**src/rtl/spi_slave_pkg.sv**
```systemverilog
// Shared definitions for the SPI target: FSM states, frame widths, SPI mode
// and the bit positions of the peripheral status register.
package spi_slave_pkg;

  localparam logic SPI_CPOL = 1'b0;
  localparam logic SPI_CPHA = 1'b0;

  localparam int FRAME_W8  = 8;
  localparam int FRAME_W16 = 16;

  // Status register layout: {abort, underrun, overrun, rx_full, tx_full, busy}
  localparam int STAT_BUSY     = 0;
  localparam int STAT_TX_FULL  = 1;
  localparam int STAT_RX_FULL  = 2;
  localparam int STAT_OVERRUN  = 3;
  localparam int STAT_UNDERRUN = 4;
  localparam int STAT_ABORT    = 5;

  typedef enum logic {
    ST_IDLE  = 1'b0,
    ST_SHIFT = 1'b1
  } spi_state_e;

  // Bit-counter value of the last bit in a frame of the selected width.
  function automatic logic [4:0] frame_last(input logic wide);
    return wide ? 5'(FRAME_W16 - 1) : 5'(FRAME_W8 - 1);
  endfunction

endpackage

```
**src/rtl/spi_slave_if.sv**
```systemverilog
// Register-side and pin-side signals of the SPI target, with modports for the
// target itself (slave) and for whatever drives it (master).
interface spi_slave_if;
  // tx_write, rx_read and clear_flags are single-cycle strobes acted on at the
  // rising raw_clk edge where they are high; there is no back-pressure, so the
  // status bits (tx_full, rx_full) are the only flow control. rx_valid is a
  // single-cycle strobe coincident with the data_rx update.
  logic        width_16;
  logic [15:0] data_tx;
  logic        tx_write;
  logic        tx_full;
  logic [15:0] data_rx;
  logic        rx_valid;
  logic        rx_full;
  logic        rx_read;
  logic        overrun;
  logic        underrun;
  logic        abort;
  logic        clear_flags;
  logic        busy;
  logic        sclk;
  logic        mosi;
  logic        cs_n;
  logic        miso;
  logic        miso_oe;

  modport slave (
    input  width_16, data_tx, tx_write, rx_read, clear_flags, sclk, mosi, cs_n,
    output tx_full, data_rx, rx_valid, rx_full, overrun, underrun, abort,
           busy, miso, miso_oe
  );

  modport master (
    output width_16, data_tx, tx_write, rx_read, clear_flags, sclk, mosi, cs_n,
    input  tx_full, data_rx, rx_valid, rx_full, overrun, underrun, abort,
           busy, miso, miso_oe
  );
endinterface

```
**src/rtl/spi_slave_sync.sv**
```systemverilog
// Multi-flop synchronizer for one asynchronous SPI pin, plus rise/fall detect
// against one extra delay flop behind the last stage.
module spi_slave_sync #(
  parameter int   STAGES    = 2,
  parameter logic RESET_VAL = 1'b0
) (
  input  logic clk,
  input  logic rst_n,
  input  logic d,
  output logic q,
  output logic rise,
  output logic fall
);

  logic [STAGES-1:0] chain;
  logic              last_q;

  always_ff @(posedge clk or negedge rst_n) begin
    if (!rst_n) begin
      chain  <= {STAGES{RESET_VAL}};
      last_q <= RESET_VAL;
    end else begin
      chain  <= {chain[STAGES-2:0], d};
      last_q <= chain[STAGES-1];
    end
  end

  assign q    = chain[STAGES-1];
  assign rise = chain[STAGES-1] & ~last_q;
  assign fall = ~chain[STAGES-1] & last_q;

endmodule

```
**src/rtl/spi_slave.sv**
```systemverilog
// SPI mode-0 target with 8/16-bit frames, oversampled on raw_clk. Holds one
// TX word ahead of the shifter and one received word, with sticky error flags.
module spi_slave
  import spi_slave_pkg::*;
#(
  parameter int   SYNC_STAGES = 2,
  parameter logic MISO_IDLE   = 1'b1
) (
  input  logic       raw_clk,
  input  logic       reset_n,
  spi_slave_if.slave bus,
  output spi_state_e state
);

  spi_state_e  state_q, state_d;

  logic        cs_q, cs_rise, cs_fall;
  logic        sclk_rise, sclk_fall;
  logic        mosi_q;
  logic        unused_sclk_level, unused_mosi_rise, unused_mosi_fall;

  logic        frame16;
  logic [4:0]  bit_cnt;
  logic [14:0] rx_shift;
  logic [15:0] tx_shift;
  logic [15:0] hold;
  logic        reload_pending;
  logic        reload_empty;

  logic        tx_full_q, rx_full_q, rx_valid_q;
  logic        overrun_q, underrun_q, abort_q;
  logic [15:0] data_rx_q;

  logic        start_evt, end_evt, shift_in, shift_out, reload_evt, load_evt;
  logic        last_bit, frame_done, abort_evt, underrun_evt, overrun_evt;
  logic        busy_c, miso_c;

  spi_slave_sync #(.STAGES(SYNC_STAGES), .RESET_VAL(1'b0)) u_sync_sclk (
    .clk(raw_clk), .rst_n(reset_n), .d(bus.sclk),
    .q(unused_sclk_level), .rise(sclk_rise), .fall(sclk_fall)
  );

  spi_slave_sync #(.STAGES(SYNC_STAGES), .RESET_VAL(1'b0)) u_sync_mosi (
    .clk(raw_clk), .rst_n(reset_n), .d(bus.mosi),
    .q(mosi_q), .rise(unused_mosi_rise), .fall(unused_mosi_fall)
  );

  spi_slave_sync #(.STAGES(SYNC_STAGES), .RESET_VAL(1'b1)) u_sync_cs (
    .clk(raw_clk), .rst_n(reset_n), .d(bus.cs_n),
    .q(cs_q), .rise(cs_rise), .fall(cs_fall)
  );

  always_ff @(posedge raw_clk or negedge reset_n) begin
    if (!reset_n) state_q <= ST_IDLE;
    else          state_q <= state_d;
  end

  always_comb begin
    state_d = state_q;
    case (state_q)
      ST_IDLE:  if (cs_fall) state_d = ST_SHIFT;
      ST_SHIFT: if (cs_rise) state_d = ST_IDLE;
      default:  state_d = ST_IDLE;
    endcase
  end

  // cs_n rising beats any sclk edge seen in the same cycle.
  always_comb begin
    start_evt    = (state_q == ST_IDLE) && cs_fall;
    end_evt      = (state_q == ST_SHIFT) && cs_rise;
    shift_in     = (state_q == ST_SHIFT) && !cs_rise && sclk_rise;
    shift_out    = (state_q == ST_SHIFT) && !cs_rise && sclk_fall;
    reload_evt   = shift_out && reload_pending;
    load_evt     = start_evt || reload_evt;
    last_bit     = (bit_cnt == frame_last(frame16));
    frame_done   = shift_in && last_bit;
    abort_evt    = end_evt && (bit_cnt != 5'd0);
    underrun_evt = (start_evt && !tx_full_q) || (shift_in && reload_empty);
    overrun_evt  = frame_done && rx_full_q && !bus.rx_read;
    busy_c       = ~cs_q;
    miso_c       = busy_c ? (frame16 ? tx_shift[15] : tx_shift[7]) : MISO_IDLE;
  end

  always_ff @(posedge raw_clk or negedge reset_n) begin
    if (!reset_n) begin
      frame16  <= 1'b0;
      bit_cnt  <= 5'd0;
      rx_shift <= '0;
    end else if (start_evt || end_evt) begin
      if (start_evt) frame16 <= bus.width_16;
      bit_cnt  <= 5'd0;
      rx_shift <= '0;
    end else if (shift_in) begin
      bit_cnt  <= last_bit ? 5'd0 : bit_cnt + 5'd1;
      rx_shift <= last_bit ? '0 : {rx_shift[13:0], mosi_q};
    end
  end

  // The reload after a completed frame happens on the trailing sclk fall even
  // when the host is about to release cs_n; an empty reload is only reported
  // as underrun once the next frame actually clocks its first bit.
  always_ff @(posedge raw_clk or negedge reset_n) begin
    if (!reset_n) begin
      tx_shift       <= '0;
      reload_pending <= 1'b0;
      reload_empty   <= 1'b0;
    end else begin
      if (load_evt)       tx_shift <= tx_full_q ? hold : {16{MISO_IDLE}};
      else if (shift_out) tx_shift <= {tx_shift[14:0], 1'b0};

      if (start_evt || end_evt) reload_pending <= 1'b0;
      else if (frame_done)      reload_pending <= 1'b1;
      else if (reload_evt)      reload_pending <= 1'b0;

      if (start_evt || end_evt) reload_empty <= 1'b0;
      else if (reload_evt)      reload_empty <= !tx_full_q;
      else if (shift_in)        reload_empty <= 1'b0;
    end
  end

  always_ff @(posedge raw_clk or negedge reset_n) begin
    if (!reset_n) begin
      hold      <= '0;
      tx_full_q <= 1'b0;
    end else if (bus.tx_write) begin
      hold      <= bus.data_tx;
      tx_full_q <= 1'b1;
    end else if (load_evt) begin
      tx_full_q <= 1'b0;
    end
  end

  always_ff @(posedge raw_clk or negedge reset_n) begin
    if (!reset_n) begin
      data_rx_q  <= '0;
      rx_valid_q <= 1'b0;
      rx_full_q  <= 1'b0;
    end else begin
      rx_valid_q <= frame_done;
      if (frame_done)
        data_rx_q <= frame16 ? {rx_shift, mosi_q} : {8'h00, rx_shift[6:0], mosi_q};
      if (frame_done)       rx_full_q <= 1'b1;
      else if (bus.rx_read) rx_full_q <= 1'b0;
    end
  end

  always_ff @(posedge raw_clk or negedge reset_n) begin
    if (!reset_n) begin
      overrun_q  <= 1'b0;
      underrun_q <= 1'b0;
      abort_q    <= 1'b0;
    end else begin
      overrun_q  <= overrun_evt  | (overrun_q  & ~bus.clear_flags);
      underrun_q <= underrun_evt | (underrun_q & ~bus.clear_flags);
      abort_q    <= abort_evt    | (abort_q    & ~bus.clear_flags);
    end
  end

  assign bus.tx_full  = tx_full_q;
  assign bus.data_rx  = data_rx_q;
  assign bus.rx_valid = rx_valid_q;
  assign bus.rx_full  = rx_full_q;
  assign bus.overrun  = overrun_q;
  assign bus.underrun = underrun_q;
  assign bus.abort    = abort_q;
  assign bus.busy     = busy_c;
  assign bus.miso     = miso_c;
  assign bus.miso_oe  = busy_c;
  assign state        = state_q;

endmodule

```
**src/flat_wrapper.sv**
```systemverilog
// flat-port wrapper written by rule: the top's interface ports become plain ports
module spi_slave_flat import spi_slave_pkg::*;
#(
  parameter int   SYNC_STAGES = 2,
  parameter logic MISO_IDLE   = 1'b1
)
  (raw_clk, reset_n, state, bus_width_16, bus_data_tx, bus_tx_write, bus_rx_read, bus_clear_flags, bus_sclk, bus_mosi, bus_cs_n, bus_tx_full, bus_data_rx, bus_rx_valid, bus_rx_full, bus_overrun, bus_underrun, bus_abort, bus_busy, bus_miso, bus_miso_oe);
  spi_slave_if bus_i ();
  input  logic raw_clk;
  input  logic reset_n;
  output spi_state_e state;
  input wire logic [$bits(bus_i.width_16)-1:0] bus_width_16;
  input wire logic [$bits(bus_i.data_tx)-1:0] bus_data_tx;
  input wire logic [$bits(bus_i.tx_write)-1:0] bus_tx_write;
  input wire logic [$bits(bus_i.rx_read)-1:0] bus_rx_read;
  input wire logic [$bits(bus_i.clear_flags)-1:0] bus_clear_flags;
  input wire logic [$bits(bus_i.sclk)-1:0] bus_sclk;
  input wire logic [$bits(bus_i.mosi)-1:0] bus_mosi;
  input wire logic [$bits(bus_i.cs_n)-1:0] bus_cs_n;
  output wire logic [$bits(bus_i.tx_full)-1:0] bus_tx_full;
  output wire logic [$bits(bus_i.data_rx)-1:0] bus_data_rx;
  output wire logic [$bits(bus_i.rx_valid)-1:0] bus_rx_valid;
  output wire logic [$bits(bus_i.rx_full)-1:0] bus_rx_full;
  output wire logic [$bits(bus_i.overrun)-1:0] bus_overrun;
  output wire logic [$bits(bus_i.underrun)-1:0] bus_underrun;
  output wire logic [$bits(bus_i.abort)-1:0] bus_abort;
  output wire logic [$bits(bus_i.busy)-1:0] bus_busy;
  output wire logic [$bits(bus_i.miso)-1:0] bus_miso;
  output wire logic [$bits(bus_i.miso_oe)-1:0] bus_miso_oe;
  assign bus_i.width_16 = bus_width_16;
  assign bus_i.data_tx = bus_data_tx;
  assign bus_i.tx_write = bus_tx_write;
  assign bus_i.rx_read = bus_rx_read;
  assign bus_i.clear_flags = bus_clear_flags;
  assign bus_i.sclk = bus_sclk;
  assign bus_i.mosi = bus_mosi;
  assign bus_i.cs_n = bus_cs_n;
  assign bus_tx_full = bus_i.tx_full;
  assign bus_data_rx = bus_i.data_rx;
  assign bus_rx_valid = bus_i.rx_valid;
  assign bus_rx_full = bus_i.rx_full;
  assign bus_overrun = bus_i.overrun;
  assign bus_underrun = bus_i.underrun;
  assign bus_abort = bus_i.abort;
  assign bus_busy = bus_i.busy;
  assign bus_miso = bus_i.miso;
  assign bus_miso_oe = bus_i.miso_oe;
  spi_slave #(.SYNC_STAGES(SYNC_STAGES), .MISO_IDLE(MISO_IDLE)) u_core (.raw_clk(raw_clk), .reset_n(reset_n), .bus(bus_i), .state(state));
endmodule
```
**config.mk**
```make
export PLATFORM = sky130hd
export DESIGN_NAME = spi_slave_flat
export DESIGN_NICKNAME = d
export VERILOG_FILES = /design/src/rtl/spi_slave_pkg.sv /design/src/rtl/spi_slave_if.sv /design/src/rtl/spi_slave_sync.sv /design/src/rtl/spi_slave.sv /design/src/flat_wrapper.sv
export SDC_FILE = /design/constraint.sdc
export NUM_CORES = 1
export LEC_CHECK = 0
export CAP_MARGIN = 20
export CORE_MARGIN = 2
export CORE_UTILIZATION = 50
export DETAILED_ROUTE_END_ITERATION = 10
export GPL_ROUTABILITY_DRIVEN = 0
export HOLD_SLACK_MARGIN = 0.15
export PLACE_DENSITY = 0.77
export SLEW_MARGIN = 10
export SYNTH_ARGS = -nofsm -noshare
export SYNTH_HDL_FRONTEND = slang
export SYNTH_SLANG_ARGS = --single-unit
export TNS_END_PERCENT = 30
```
**constraint.sdc**
```tcl
create_clock -name raw_clk -period 4.9 [get_ports raw_clk]
set_clock_uncertainty 0.2 [all_clocks]
set_input_delay 0.98 -clock raw_clk [delete_from_list [all_inputs] [get_ports raw_clk]]
set_output_delay 0.98 -clock raw_clk [all_outputs]
set_load 0.1 [all_outputs]
```
==> results of run 1 <==
per-layer routing:
layer	up-vias	wire length, um	part of all wire [%]	global-route usage (%)
met5	-	0	0	0
met4	0	111	1.6	8.540
met3	9	330	4.9	5.131
met2	65	3007	45	26.59
met1	1221	3285	49	27.65
li1	1181	-	-	-
worst max-delay path, delay by kind of cell, from the launching register on:
kind | cells | cell delay [ns]
buffers and inverters | 2 | 1.29
flip-flops | 1 | 0.56
AND/OR/NAND/NOR | 1 | 0.12
layout make-up:
type                       instances  area (um^2)
fill                             588         2576
sequential                        86         2156
multi-input combinational        189         1297
timing repair buffer              51        525.5
clock buffer                      12        145.1
tap                               96        120.1
inverter                           7        26.28
clock inverter                     4        22.52
synthesized netlist by cell type, types with 2 or more instances:
| master | instances |
|---|---|
| buf_2 | 9 |
| nor2b_1 | 4 |
| xor2_1 | 2 |
| dfrtp_1 | 83 |
| and2_1 | 3 |
| nand3_1 | 20 |
| inv_1 | 7 |
| a22o_1 | 17 |
| nand2_1 | 17 |
| nor3_1 | 15 |
| buf_4 | 3 |
| nor2_1 | 3 |
| ha_1 | 2 |
| or3_1 | 2 |
| o31ai_1 | 15 |
| o22ai_1 | 2 |
| a21oi_1 | 18 |
| o21ai_0 | 19 |
| nand2b_1 | 2 |
| mux2_2 | 25 |
| nand2_2 | 2 |
| dfstp_2 | 3 |
| clkbuf_1 | 6 |
power groups by stage:
stage / clock, mW / combinational (mW) / sequential (mW)
after floorplan: 0 / 0.162 / 0.843
after global placement: 0 / 0.227 / 0.840
after detailed placement: 0 / 0.231 / 0.845
after CTS: 0.446 / 0.234 / 0.831
after global routing: 0.476 / 0.259 / 0.842
final: 0.429 / 0.234 / 0.832
state kept, by name, summed over array words and instances (netlist names), 2 cells and up:
signal / cells
u_core.bus.data_rx: 16
u_core.hold: 16
u_core.tx_shift: 16
u_core.rx_shift: 15
u_core.bit_cnt: 5
u_core.u_sync_cs.chain: 2
u_core.u_sync_mosi.chain: 2
u_core.u_sync_sclk.chain: 2
cells in the final DEF (no fill, tap or decap), types with 2 or more instances in the layout:
cell type	n
mux2_2	25
ha_1	2
o31ai_1	15
nand2_1	17
dfstp_2	3
a21oi_1	18
xor2_1	2
nand2b_1	2
or3_1	2
inv_1	7
dfrtp_1	83
nand2_2	2
clkdlybuf4s50_1	49
clkinv_2	3
a22o_1	17
clkbuf_8	10
nor3_1	15
clkbuf_1	2
o22ai_1	2
nor2b_1	4
nor2_1	3
and2_1	3
nand3_1	20
o21ai_0	19
stage by stage:
step                      total power, mW  std cells  setup WS [ns]  hold WS (ns)
after floorplan                     1.004        302          1.800        0.1312
after global routing                1.577        445          1.333        0.1697
after CTS                           1.511        444          1.400        0.1640
after global placement              1.067        428          1.823        0.1323
after detailed placement            1.076        428          1.785        0.1464
final                               1.495        445          1.402        0.1614
kinds of logic after synthesis:
group                      after synthesis  synth area share, %
buffers and inverters                   27                3.665
AOI/OAI and AO/OA                       81                15.32
xor gates and xnor gates                 2               0.4887
DFF                                     86                60.14
muxes                                   26                8.133
and+or+nand+nor                         77                11.27
adders and majority gates                3               0.9772
worst paths after layout:
kind	depth (start not counted)	slack, ns	end
max in group asynchronous	2	3.54	u_core.u_sync_cs.chain[1]
max reg2reg	4	2.38	u_core.tx_shift[12]
max	3	1.40	bus_miso
min	0	0.16	u_core.u_sync_mosi.chain[1]
min reg2reg	0	0.16	u_core.u_sync_mosi.chain[1]
min in group asynchronous	1	0.31	u_core.bus.data_rx[5]
==> impl_metrics.tcl, run 1 <==
set metrics [dict create \
    status "completed" \
    cts_num_sinks 86 \
    worstMarginPinSlew_ns 0.9924 \
    fmax_ghz 0.2859 \
    cts_setup_buffers 0 \
    power_leakage_nw 1.864 \
    maxCapViolCount 0 \
    synth_top_area_share_pct 57.94 \
    relSlewSlack_pct 33.63 \
    synth_flop_cell "dfrtp_1" \
    fin_nets 371 \
    synth_seq_cells 86 \
    grt_pass1_vias 2404 \
    worstPathCellList "inv_1, nand2_1, clkdlybuf4s50_1" \
    power.density_nw_per_um2 348.2 \
    wl_per_cell_um 15.13 \
    path_max_fanout 8 \
    utilization_pct 62.50 \
    diodes 0 \
    ys_seq_area_share_pct 60.14 \
    vias 2476 \
    cts_buffers 9 \
    track_usage_pct 18.97 \
    dr.pass1.iters 4 \
    min_path_type "flip-flop to flip-flop" \
    swShare_pct 27.89 \
    drtAntennaViolNets 0 \
    period_minus_slack_ns 3.498 \
    startpoint "u_core.u_sync_cs.chain[1]" \
    clk_latency_ns 0.35 \
    synthTopCellsByArea "dfrtp_1 (58%), mux2_2 (7.9%), a22o_1 (4.2%), o31ai_1 (3.1%), nand3_1 (2.8%)" \
    io_pins 51 \
    crit_path_end_kind "output port" \
    synth_nets 329 \
    cp.required_ns 3.72 \
    area_growth_pct 19.76 \
    drt-vias-per-instance 5.564 \
    antenna_found_initial 0 \
    hold_viol 0 \
    setup-violations-final 0 \
    yosys.area.top_type "dfrtp_1" \
    die_x_um 88.67 \
    critPathMaxStageDelay_ns 1.13 \
    drt_wl_total_um 6735 \
    cts-root-buf "clkbuf_8" \
    dpl-instance-area_um2 4098 \
    fp.coreArea_um2 6869 \
    timing.rr.start "u_core.state" \
    synth_edf_count 0 \
    cp_slowest_cell "clkdlybuf4s50_1" \
    period_share_pct 71.38 \
    cts_resized 0 \
    dp_hpwl_um 4363 \
    drc 0 \
    io_buffers 50 \
    p_seq_share_pct 55.7 \
    ir_worst_vdd_uv 204.9 \
    synthDistinctLibCells 46 \
    h-tree-depth 3 \
    gr-total-overflow 0 \
    synthArstFlopShare_pct 100.0 \
    clk_path_buf_depth 2 \
    num_rows 30 \
    clkPwrFrac_pct 28.7 \
    crit_arrival_ns 2.32 \
    start_kind "flip-flop" \
    cts_tree "done" \
    syn_inst 302 \
    min_from "u_core.u_sync_mosi.chain[0]" \
    die_y_um 88.67 \
    ctsHoldBuffers 0 \
    critical_path_class "flip-flop to output port" \
    synthesis.area_um2 3585 \
    drive_above_1_share_pct 14.61 \
    path_clk_slew_ns 0.07 \
    maxSlewViolCount 0 \
    tns_ns 0 \
    power_frac_comb_pct 15.6 \
    ys_warn_count 0 \
    net-switching-power_uw 416.9 \
    fp.dieArea_um2 7862 \
    avgSynthCellArea_um2 11.87 \
    first_iter_violations 140 \
    start_util_pct 52.19 \
    rsz0062_at_grt "false" \
    grt_max_degree 87 \
    grt_pass1_wl_um 11300 \
    p_int_mw 1.078 \
    final_cell_area_um2 4293 \
]
(Power assumes the default switching activity.)
==> inputs of run 2 (changes only) <==
--- a/config.mk
+++ b/config.mk
@@ -7,11 +7,11 @@
 export LEC_CHECK = 0
 export CAP_MARGIN = 20
 export CORE_MARGIN = 2
-export CORE_UTILIZATION = 50
+export CORE_UTILIZATION = 49
 export DETAILED_ROUTE_END_ITERATION = 10
 export GPL_ROUTABILITY_DRIVEN = 0
 export HOLD_SLACK_MARGIN = 0.15
-export PLACE_DENSITY = 0.77
+export PLACE_DENSITY = 0.79
 export SLEW_MARGIN = 10
 export SYNTH_ARGS = -nofsm -noshare
 export SYNTH_HDL_FRONTEND = slang
==> constraint.sdc (replaced) <==
create_clock -name raw_clk -period 2.95 [get_ports raw_clk]
set_clock_uncertainty 0.2 [all_clocks]
set_input_delay 0.59 -clock raw_clk [delete_from_list [all_inputs] [get_ports raw_clk]]
set_output_delay 0.59 -clock raw_clk [all_outputs]
set_load 0.1 [all_outputs]
==> impl_metrics.tcl, run 2 (synthesis gave the netlist of run 1 again) <==
set metrics [dict create \
    reg2regPathDepth 4 \
    io_buffers 50 \
    ir_worst_vdd_uv 371.5 \
    final_cell_mix "dfrtp_1 (83), buf_4 (28), mux2_2 (25), clkdlybuf4s50_1 (23), nand3_1 (20)" \
    tns_ns 0 \
    gr-total-overflow 0 \
    rsz0062_at_grt "false" \
    vias 2498 \
    fmax_ghz 0.4307 \
    start_util_pct 49.96 \
    layout.cells.non_filler 450 \
    cts_tree "done" \
    critical_path_class "flip-flop to flip-flop" \
    cp_slowest_cell "nor2_2" \
    period_share_pct 78.71 \
    worstMarginPinSlew_ns 0.7303 \
    p_int_mw 2.009 \
    path_max_fanout 17 \
    cts_num_sinks 86 \
    die_y_um 89.53 \
    setup-violations-final 0 \
    power.density_nw_per_um2 629.6 \
    clkPwrFrac_pct 34.7 \
    crit_arrival_ns 2.40 \
    endpoint "u_core.rx_shift[2]" \
    cp.required_ns 3.02 \
    drtAntennaViolNets 0 \
    io_pins 51 \
    h-tree-depth 3 \
    maxCapViolCount 0 \
    num_rows 31 \
    wl_per_cell_um 15.11 \
    antenna_found_initial 0 \
    diodes 0 \
    grt_max_degree 51 \
    grt_pass1_wl_um 11000 \
    grt_pass1_vias 2292 \
    clk_latency_ns 0.35 \
    drt-vias-per-instance 5.551 \
    power_frac_comb_pct 14.2 \
    dp_hpwl_um 4579 \
    track_usage_pct 18.12 \
    maxSlewViolCount 0 \
    drive_above_1_share_pct 22.51 \
    p_seq_share_pct 51.1 \
    drc 0 \
    layout_commonest_cell "dfrtp_1" \
    hold_viol 0 \
    clk_path_buf_depth 2 \
    fin_nets 373 \
    first_iter_violations 178 \
    fp.coreArea_um2 7176 \
    status "completed" \
    net-switching-power_uw 702.8 \
    path_clk_slew_ns 0.07 \
    rr_endpoint "u_core.rx_shift[2]" \
    relSlewSlack_pct 51.16 \
    power_leakage_nw 1.950 \
    drt_wl_total_um 6801 \
    area_growth_pct 20.17 \
    start_kind "flip-flop" \
    swShare_pct 25.91 \
    timing.rr.start "u_core.u_sync_cs.last_q" \
    worstPathCellList "nand2b_1, nand3_1, nor2_2, a22o_1" \
    die_x_um 89.53 \
    critPathMaxStageDelay_ns 0.68 \
    cts_resized 0 \
    cts_buffers 9 \
    dp_cells 433 \
    dr.pass1.iters 4 \
    period_minus_slack_ns 2.322 \
    fp.dieArea_um2 8016 \
    regToRegSetupSlack_ns 0.63 \
    cts-root-buf "clkbuf_8" \
    min_path_type "flip-flop to flip-flop" \
    crit_path_end_kind "flip-flop" \
    utilization_pct 60.03 \
    startpoint "u_core.u_sync_cs.last_q" \
]
[run 2: cell types whose count changed in the layout (fill, tap and decap cells not counted), sizes merged]
| cell | delta |
|---|---|
| clkbuf | +1 |
| clkinvlp | -1 |
| dlygate4sd3 | +1 |
| clkinv | -2 |
| clkdlybuf4s50 | -26 |
| buf | +27 |
| bufinv | +2 |
[run 2: cell type report]
type | count | area (um^2)
fill | 594 | 2868
sequential | 86 | 2156
multi-input combinational | 189 | 1297
timing repair buffer | 53 | 470.5
clock buffer | 13 | 168.9
tap | 99 | 123.9
clock inverter | 3 | 65.06
inverter | 7 | 26.28
[run 2: through the flow]
step                setup WS (ns)  hold WS, ns  power [mW]  area, um^2
floorplan                  0.2400      0.09441       1.668        3585
global placement           0.6878       0.1321       1.776        4064
detailed placement         0.6474       0.1347       1.793        4064
CTS                        0.6198       0.1518       2.731        4308
global route               0.3960       0.1601       2.832        4308
finish                     0.6279       0.1497       2.712        4308
[run 2: per-layer routing]
metal,GRT usage [%],part of all wire (%)
met1,26.36,48
met5,0,0
met2,27.21,47
met4,6.513,1.6
met3,3.693,3.8
[run 2: worst min path at each step]
stage	startpoint	to	slack (ns)	cells after the start
6_report	u_core.u_sync_sclk.chain[0]	u_core.u_sync_sclk.chain[1]	0.15	0
2_1_floorplan	reset_n	u_core.bit_cnt[0]	0.09	0
4_1_cts	u_core.u_sync_sclk.chain[0]	u_core.u_sync_sclk.chain[1]	0.15	0
3_3_place_gp	u_core.u_sync_mosi.chain[0]	u_core.u_sync_mosi.chain[1]	0.13	0
5_1_grt	u_core.u_sync_sclk.chain[0]	u_core.u_sync_sclk.chain[1]	0.16	0
3_5_place_dp	u_core.u_sync_sclk.chain[0]	u_core.u_sync_sclk.chain[1]	0.13	0
[run 2: timing repair]
action | 4_1_cts | 5_1_grt
hold buffers | 1 | 0
setup buffers | 0 | 0
endpoints found under the setup margin | 0 | 0
endpoints found under the hold margin | 34 | 0
[run 2: power by group through the flow]
stage               Combinational (mW)  Clock, mW  Sequential (mW)
floorplan                        0.268          0             1.40
global placement                 0.377          0             1.40
detailed placement               0.386          0             1.41
CTS                              0.388      0.959             1.38
global route                     0.429       1.00             1.40
finish                           0.384      0.942             1.39
[run 2: critical path: cells and delay by family, from the launching register on]
family	cells	cell delay, ns
AOI/OAI and AO/OA	1	0.25
and+or+nand+nor	3	1.22
DFF	1	0.59
